--- config.mk ---
export PLATFORM = sky130hd
export DESIGN_NAME = move_sequencer
export DESIGN_NICKNAME = d
export VERILOG_FILES = /design/src/rtl/connect4_pkg.sv /design/src/rtl/drop_anim_counter.sv /design/src/rtl/move_sequencer.sv
export SDC_FILE = /design/constraint.sdc
export NUM_CORES = 1
export LEC_CHECK = 0
export CORE_MARGIN = 10
export CORE_UTILIZATION = 28
export CTS_CLUSTER_SIZE = 20
export DETAILED_ROUTE_END_ITERATION = 10
export GPL_TIMING_DRIVEN = 0
export PLACE_DENSITY = 0.61
export SLEW_MARGIN = 20
export SYNTH_ARGS = -nofsm -noshare
export SYNTH_HDL_FRONTEND = slang
export SYNTH_HIERARCHICAL = 1
export SYNTH_SLANG_ARGS = --single-unit
--- constraint.sdc ---
create_clock -name clk -period 2.2 [get_ports clk]
set_clock_uncertainty 0.05 [all_clocks]
set_input_delay 0.44 -clock clk [delete_from_list [all_inputs] [get_ports clk]]
set_output_delay 0.44 -clock clk [all_outputs]
set_load 0.01 [all_outputs]
--- src/rtl/connect4_pkg.sv ---
// Shared Connect Four definitions: board geometry, cell encodings, address packing and sequencer states.
package connect4_pkg;

  localparam int ROWS        = 6;
  localparam int COLS        = 7;
  localparam int BOARD_CELLS = ROWS * COLS;

  localparam logic [1:0] CELL_EMPTY = 2'b00;
  localparam logic [1:0] CELL_P1    = 2'b01;
  localparam logic [1:0] CELL_P2    = 2'b10;

  typedef enum logic [2:0] {
    IDLE,
    SCAN_A,
    SCAN_D,
    DROP,
    WRITE,
    CHECK,
    OVER
  } seq_state_t;

  // Board address layout is {row, col}, row 0 at the bottom.
  function automatic logic [5:0] pack_addr(input logic [2:0] row, input logic [2:0] col);
    return {row, col};
  endfunction

endpackage

--- src/rtl/drop_anim_counter.sv ---
// Drop-animation row counter: loads the top row, then counts down one row per enabled tick.
// Only present when DROP_ANIM_EN is defined.
`ifdef DROP_ANIM_EN
module drop_anim_counter #(
  parameter int W = 3
) (
  input  logic         clk,
  input  logic         reset,
  input  logic         load,
  input  logic [W-1:0] load_val,
  input  logic         dec_en,
  output logic [W-1:0] cnt
);

  logic [W-1:0] cnt_q, cnt_d;

  always_comb begin
    cnt_d = cnt_q;
    if (load) begin
      cnt_d = load_val;
    end else if (dec_en) begin
      cnt_d = cnt_q - W'(1);
    end
  end

  always_ff @(posedge clk or posedge reset) begin
    if (reset) begin
      cnt_q <= '0;
    end else begin
      cnt_q <= cnt_d;
    end
  end

  assign cnt = cnt_q;

endmodule
`endif

--- src/rtl/move_sequencer.sv ---
// Move sequencer: takes the mover's column, scans it bottom-up, writes the piece, runs the win check (DROP_ANIM_EN adds a tick-paced drop).
// Latency: accepted req to write is 2*row+3 cycles; renderer owns the board port only in IDLE/OVER and must hold rd_req otherwise.
module move_sequencer
  import connect4_pkg::*;
(
  input  logic       clk,
  input  logic       reset,
  input  logic       req1,
  input  logic       req2,
  input  logic [2:0] col1,
  input  logic [2:0] col2,
  output logic [5:0] mem_addr,
  output logic       mem_we,
  output logic [1:0] mem_wdata,
  input  logic [1:0] mem_rdata,
  input  logic       rd_req,
  input  logic [5:0] rd_addr,
  output logic       rd_gnt,
  output logic       rd_valid,
  output logic       chk_start,
  output logic [2:0] chk_row,
  output logic [2:0] chk_col,
  input  logic       chk_done,
  input  logic       chk_win,
  output logic [1:0] current_player,
  output logic       move_done,
  output logic       col_full,
  output logic       game_over,
  output logic [1:0] winner,
  output logic       draw
`ifdef DROP_ANIM_EN
  ,
  input  logic       tick,
  output logic       anim_valid,
  output logic [2:0] anim_row
`endif
);

  localparam logic [2:0] ROW_TOP   = 3'(ROWS - 1);
  localparam logic [2:0] COL_LIM   = 3'(COLS);
  localparam logic [5:0] CELLS_LIM = 6'(BOARD_CELLS);

  seq_state_t state_q, state_d;
  logic [2:0] row_q, row_d;
  logic [2:0] col_q, col_d;
  logic [1:0] player_q, player_d;
  logic [1:0] winner_q, winner_d;
  logic [5:0] move_cnt_q, move_cnt_d;
  logic       game_over_q, game_over_d;
  logic       draw_q, draw_d;
  logic       chk_start_q, chk_start_d;
  logic       rd_valid_q, rd_valid_d;
  logic       req_own;
  logic [2:0] col_own;

`ifdef DROP_ANIM_EN
  logic       anim_load;
  logic [2:0] anim_cnt;

  drop_anim_counter #(.W(3)) u_drop_anim (
    .clk      (clk),
    .reset    (reset),
    .load     (anim_load),
    .load_val (ROW_TOP),
    .dec_en   (tick && (state_q == DROP) && (anim_cnt != row_q)),
    .cnt      (anim_cnt)
  );

  assign anim_valid = (state_q == DROP);
  assign anim_row   = anim_cnt;
`endif

  // Only the player whose turn it is can be heard.
  assign req_own = (player_q == CELL_P1) ? req1 : req2;
  assign col_own = (player_q == CELL_P1) ? col1 : col2;

  always_comb begin
    state_d     = state_q;
    row_d       = row_q;
    col_d       = col_q;
    player_d    = player_q;
    winner_d    = winner_q;
    move_cnt_d  = move_cnt_q;
    game_over_d = game_over_q;
    draw_d      = draw_q;
    mem_we      = 1'b0;
    mem_wdata   = player_q;
    move_done   = 1'b0;
    col_full    = 1'b0;
    rd_gnt      = 1'b0;
    mem_addr    = pack_addr(row_q, col_q);
`ifdef DROP_ANIM_EN
    anim_load   = 1'b0;
`endif

    case (state_q)
      IDLE: begin
        if (req_own && (col_own < COL_LIM)) begin
          col_d   = col_own;
          row_d   = 3'd0;
          state_d = SCAN_A;
        end else begin
          col_full = req_own;
          rd_gnt   = rd_req;
        end
      end
      SCAN_A: state_d = SCAN_D;
      SCAN_D: begin
        if (mem_rdata == CELL_EMPTY) begin
`ifdef DROP_ANIM_EN
          anim_load = 1'b1;
          state_d   = DROP;
`else
          state_d   = WRITE;
`endif
        end else if (row_q == ROW_TOP) begin
          col_full = 1'b1;
          state_d  = IDLE;
        end else begin
          row_d   = row_q + 3'd1;
          state_d = SCAN_A;
        end
      end
`ifdef DROP_ANIM_EN
      DROP: begin
        if (anim_cnt == row_q) begin
          state_d = WRITE;
        end
      end
`endif
      WRITE: begin
        mem_we     = 1'b1;
        move_done  = 1'b1;
        move_cnt_d = move_cnt_q + 6'd1;
        state_d    = CHECK;
      end
      CHECK: begin
        if (chk_done) begin
          if (chk_win) begin
            winner_d    = player_q;
            game_over_d = 1'b1;
            state_d     = OVER;
          end else if (move_cnt_q == CELLS_LIM) begin
            draw_d      = 1'b1;
            game_over_d = 1'b1;
            state_d     = OVER;
          end else begin
            player_d = (player_q == CELL_P1) ? CELL_P2 : CELL_P1;
            state_d  = IDLE;
          end
        end
      end
      OVER:    rd_gnt  = rd_req;
      default: state_d = IDLE;
    endcase

    if (rd_gnt) begin
      mem_addr = rd_addr;
    end
  end

  assign chk_start_d = (state_q == WRITE);
  assign rd_valid_d  = rd_gnt;

  always_ff @(posedge clk or posedge reset) begin
    if (reset) begin
      state_q     <= IDLE;
      row_q       <= 3'd0;
      col_q       <= 3'd0;
      player_q    <= CELL_P1;
      winner_q    <= CELL_EMPTY;
      move_cnt_q  <= 6'd0;
      game_over_q <= 1'b0;
      draw_q      <= 1'b0;
      chk_start_q <= 1'b0;
      rd_valid_q  <= 1'b0;
    end else begin
      state_q     <= state_d;
      row_q       <= row_d;
      col_q       <= col_d;
      player_q    <= player_d;
      winner_q    <= winner_d;
      move_cnt_q  <= move_cnt_d;
      game_over_q <= game_over_d;
      draw_q      <= draw_d;
      chk_start_q <= chk_start_d;
      rd_valid_q  <= rd_valid_d;
    end
  end

  assign chk_start      = chk_start_q;
  assign chk_row        = row_q;
  assign chk_col        = col_q;
  assign current_player = player_q;
  assign game_over      = game_over_q;
  assign winner         = winner_q;
  assign draw           = draw_q;
  assign rd_valid       = rd_valid_q;

endmodule

; ---- Word level (Yosys, flattened, before mapping)
; Cells that the tools add are included.
[totals]
in_bits = 21
rom_bits = 0
memories = 0
register_bits = 23
out_inout_bits = 26
latch_bits = 0
ramBits = 0
elab_cells = 64
[classes]
mux = 24
order_cmp = 1
shifts = 0
bitwise_logic = 3
n_eq_ne = 12
reduce_logical = 12
multipliers = 0
div = 0
n_addsub = 2
[ops]
columns = cell, count
row1 = 3-bit 2-to-1 mux, 9
row2 = 3-bit case mux with 6 select lines, 1
row3 = 3-bit equality test (second input constant), 4
row4 = 4-bit AND reduction, 3
row5 = 1-bit 2-to-1 mux, 9
row6 = 3-bit AND reduction, 3
row7 = 2-bit != test (second input constant), 4
row8 = 6-bit by 1-bit adder with 6-bit output (second input constant), 1
row9 = 6-bit equality test (second input constant), 1
row10 = 6-bit 2-to-1 mux, 1
row11 = 3-bit case mux with 2 select lines, 1
row12 = 1-bit case mux with 2 select lines, 2
row13 = 2-bit nonzero test, 2
row14 = 3-bit by 1-bit adder with 3-bit output (second input constant), 1
row15 = 3-bit by 1-bit equality test with 1-bit output (second input constant), 1
row16 = 3-bit by 2-bit equality test with 1-bit output (second input constant), 1
row17 = 3-bit zero test, 1
row18 = 3-bit < comparator (second input constant), 1
row19 = 1-bit inverter, 3
row20 = 2-bit by 1-bit equality test with 1-bit output (second input constant), 1
row21 = 2-bit zero test, 1
row22 = 2-bit 2-to-1 mux, 1
row23 = 2-bit AND reduction, 1
row24 = 1-bit logical AND, 1

; ---- Longest topological paths before layout
[depth]
ltp_word = 7
ltp_mapped = 7
mapped_depth_nobuf = 7

; ---- Worst setup path after synthesis
; OpenSTA, ideal clock, no wires.
[synth_path]
path_kind = reg-to-output
start = register player_q[0], in the netlist current_player[0]
end = output mem_addr[0]
path_buffers = 2
t_arrival_ns = 1.904
slack_ns = -0.194
stages_incl_launch_ff = 8
cell_sequence = dfstp_2 nand2b_4 buf_6 mux2_4 a21o_1 and3_1 buf_6 a221o_1
[synth_via]
elab_chain_cells = 7
elab_cells_between_ends = 8
cone_classes = order compare (1) / eq/ne (1) / mux (5) / reduce/logical (1)
[synth_lines]
columns = item, line_no
row1 = start: declaration, move_sequencer.sv:46  ; logic [1:0] player_q, player_d;
row2 = start signal: assignment, move_sequencer.sv:181  ; player_q <= player_d;
row3 = 2-bit by 1-bit equality test with 1-bit output (*), "move_sequencer.sv:74, move_sequencer.sv:75"
row4 = 3-bit 2-to-1 mux, move_sequencer.sv:75  ; assign col_own = (player_q == CELL_P1) ? col1 : col2;
row5 = 3-bit < comparator, move_sequencer.sv:98  ; if (req_own && (col_own < COL_LIM)) begin
row6 = 1-bit logical AND (*), move_sequencer.sv:98
row7 = 1-bit 2-to-1 mux (*), move_sequencer.sv:98
row8 = 1-bit case mux with 2 select lines (*), move_sequencer.sv:96  ; case (state_q)
row9 = 6-bit 2-to-1 mux (*), move_sequencer.sv:157  ; if (rd_gnt) begin
row10 = end: declaration, move_sequencer.sv:12  ; output logic [5:0] mem_addr,
; Every way passes the cells marked *; elsewhere a longest branch is shown, timed or not.

; ---- Final worst setup path
; Ends and elaborated chain as after synthesis.

==> flow_summary.ini <==
[outcome]
violations = setup timing
status = finished, violations left

[final_layout]
multi_input_comb_area_um2 = 782
nets = 225
seq_area_um2 = 579
areaGrowthSynthToFinish_pct = 47.6
final_cells = 266
fill_cells = 470
layout-drive-gt1-share = 0.216
antenna_cells = 0
utilization = 0.430

[min_path]
hold_path_depth = 1
min_to = draw
hold_path_class = register to register
hp-start = draw

[timing]
hold_viol = 0
timing.final.ws_setup_ns = -0.360
fin_crit_sh = 1.16
slew_violations = 0
rsz0062_at_grt = yes
worstMarginPinSlew_ns = 0.896
setup_viol = 8
fmax_mhz = 391
slew_headroom = 0.402
period_minus_slack_ns = 2.56

[setup_path]
cp-end-kind = output port
critical_path.max_fanout = 7
reg2reg_depth = 6
worstReg2RegStart = current_player[0]
crit_type = register to output port
r2r_setup_slack_ns = 0.09
cp_data_arrival_time_ns = 2.07
cp_data_required_time_ns = 1.71
timing.rr.end = chk_row[2]
worst_setup_path_start_kind = register

[route]
first_pass_iters = 4
wl_per_cell_um = 14.6
vias = 1267
avgViaCountPerCell = 4.76
drcViolationCount = 0
ant_nets = 0
drtIter0Drc = 76
drt-total-wl_mm = 3.89

[floorplanning]
rows = 25
core_region_area_um2 = 4790
initial_core_util = 0.292
die-area_um2 = 8210
ios = 47
fp.dieH_um = 90.6
die_x_um = 90.6

[synthesis]
yosysTopAreaCellShare = 0.395
synth_edf_count = 0
synth-warning-count = 6
synth_fp_nets = 170
synth_top_area_cell = dfrtp_1
syn_area_per_cell_um2 = 9.62
synth_cell_types = 39
yosys_most_used_dff = dfrtp_1
synthTopCellsByArea = dfrtp_1, a221o_1, a22o_1, ha_1, o21ai_0
netlist_area_um2 = 1400
yosysSeqAreaShare = 0.413
synth_async_sr_flop_share = 1.00
ys_seq_elements = 23
syn-instance-count = 145
yosysMostFrequentCell = dfrtp_1
synth.top_cells.by_count = dfrtp_1, nand2_1, inv_1, o21ai_0, nor2_1

[global_routing]
grt_pass1_wl_mm = 6.49
grt_util_all_layers = 0.0938
grt_antenna_before_repair = 0
gr-total-overflow = 0
grt_max_degree = 24
grt_pass1_vias = 1263

[cts]
clkTransAtPathRegs_ns = 0.08
numCtsBuffers = 3
htree_levels = 1
clockBufferDepth = 2
clock-root-buffer = clkbuf_8
clock_latency_ns = 0.26
cts_tree = built
cts_num_sinks = 23

[power]
powerDensity_nw_per_um2 = 1280
irDropWorstVdd_mv = 0.656
total_leakage_power_uw = 0.000933

[run]
max-cap-violations = 0

[placed_design]
place_inst = 258
dp_hpwl_mm = 2.93
gp_congestion = 0.761
port_buffers = 46
report_power, final:
part | switching (uW) | leakage, uW | internal (uW) | total [uW]
logic | 719 | 0.000628 | 847 | 1570
clock network | 133 | 0.0000228 | 129 | 263
registers | 192 | 0.000282 | 609 | 802
layer usage:
metal | vias to the layer above | track usage | share of wire
li1 | 635 | - | -
met1 | 597 | 0.131 | 0.47
met2 | 33 | 0.138 | 0.45
met3 | 2 | 0.0299 | 0.070
met4 | 0 | 0.0159 | 0.0049
met5 | - | 0 | 0
worst max-delay path by stage:
| stage | from | end | slack [ns] | cells after the start |
|---|---|---|---|---|
| floorplan | current_player[0] | mem_addr[0] | -0.14 | 7 |
| global placement | rd_req | mem_addr[0] | -0.93 | 7 |
| detailed placement | rd_req | mem_addr[0] | -0.89 | 7 |
| CTS | col2[1] | mem_addr[0] | -0.34 | 8 |
| global route | current_player[0] | mem_addr[0] | -0.44 | 6 |
| finish | current_player[0] | mem_addr[0] | -0.36 | 6 |
repair_timing:
action | in CTS | in global routing
gates resized for setup | 49 | 11
pin swaps | 1 | 3
buffers inserted | 6 | 0
endpoints found under the setup margin | 10 | 10
hold buffers | 0 | 0
gates cloned | 1 | 0
cell usage in the layout, fill, tap and decap left out, types with 2 or more instances in the layout:
cell type,n
a21o_1,3
a21oi_1,5
a221o_1,6
a22o_1,6
buf_2,8
buf_4,8
buf_6,3
clkbuf_1,3
clkbuf_8,3
clkdlybuf4s50_1,34
dfrtp_1,20
dfrtp_2,2
dlymetal6s2s_1,4
ha_1,4
inv_1,10
mux2_2,3
mux2i_1,2
mux2i_2,2
nand2_1,10
nand2b_4,2
nand3_1,8
nand4_1,3
nor2_1,8
nor2b_1,2
o21ai_0,10
or3_1,2
xnor2_1,4
sequential cells by signal, indices dropped and copies added, names as in the netlist:
signal          flops
chk_col             3
chk_row             3
chk_start           1
current_player      2
draw                1
game_over           1
move_cnt_q          6
rd_valid            1
state_q             3
winner              2
critical path, stage by stage, from the launching register on:
cell and delay, ns:
dfstp_2 0.56, nand2b_4 0.09, mux2_4 0.32, a21o_1 0.18, and3_4 0.18, a221o_1 0.32
buf_2 0.15
layout make-up:
type	count	share of cell area
multi-input combinational	103	0.380
sequential	23	0.281
inverter	10	0.0182
tap	67	0.0407
clock buffer	4	0.0219
timing repair buffer	52	0.236
buffer	7	0.0225
cell families (layout without fill, tap and decap cells):
| group | count (synthesis) | after routing | share of synthesized area |
|---|---|---|---|
| AO/OA/AOI/OAI | 41 | 41 | 0.217 |
| XOR/XNOR | 5 | 5 | 0.0314 |
| multiplexers | 8 | 8 | 0.0637 |
| buffers and inverters | 20 | 73 | 0.0735 |
| flip-flops | 23 | 23 | 0.413 |
| AND/OR/NAND/NOR | 44 | 45 | 0.165 |
| adder cells (fa/ha/maj) | 4 | 4 | 0.0359 |
through the flow:
stage | setup WS (ns) | TNS [ns] | cell area [um^2] | hold slack (ns) | power [uW]
6_report | -0.360 | -2.38 | 2060 | 0.414 | 2630
3_5_place_dp | -0.892 | -6.69 | 1940 | 0.398 | 2290
3_3_place_gp | -0.934 | -6.84 | 1940 | 0.395 | 2280
5_1_grt | -0.438 | -3.07 | 2060 | 0.450 | 2860
2_1_floorplan | -0.144 | -0.897 | 1400 | 0.391 | 1650
4_1_cts | -0.343 | -2.32 | 2030 | 0.416 | 2630
Power figures use the tool's default switching activity.
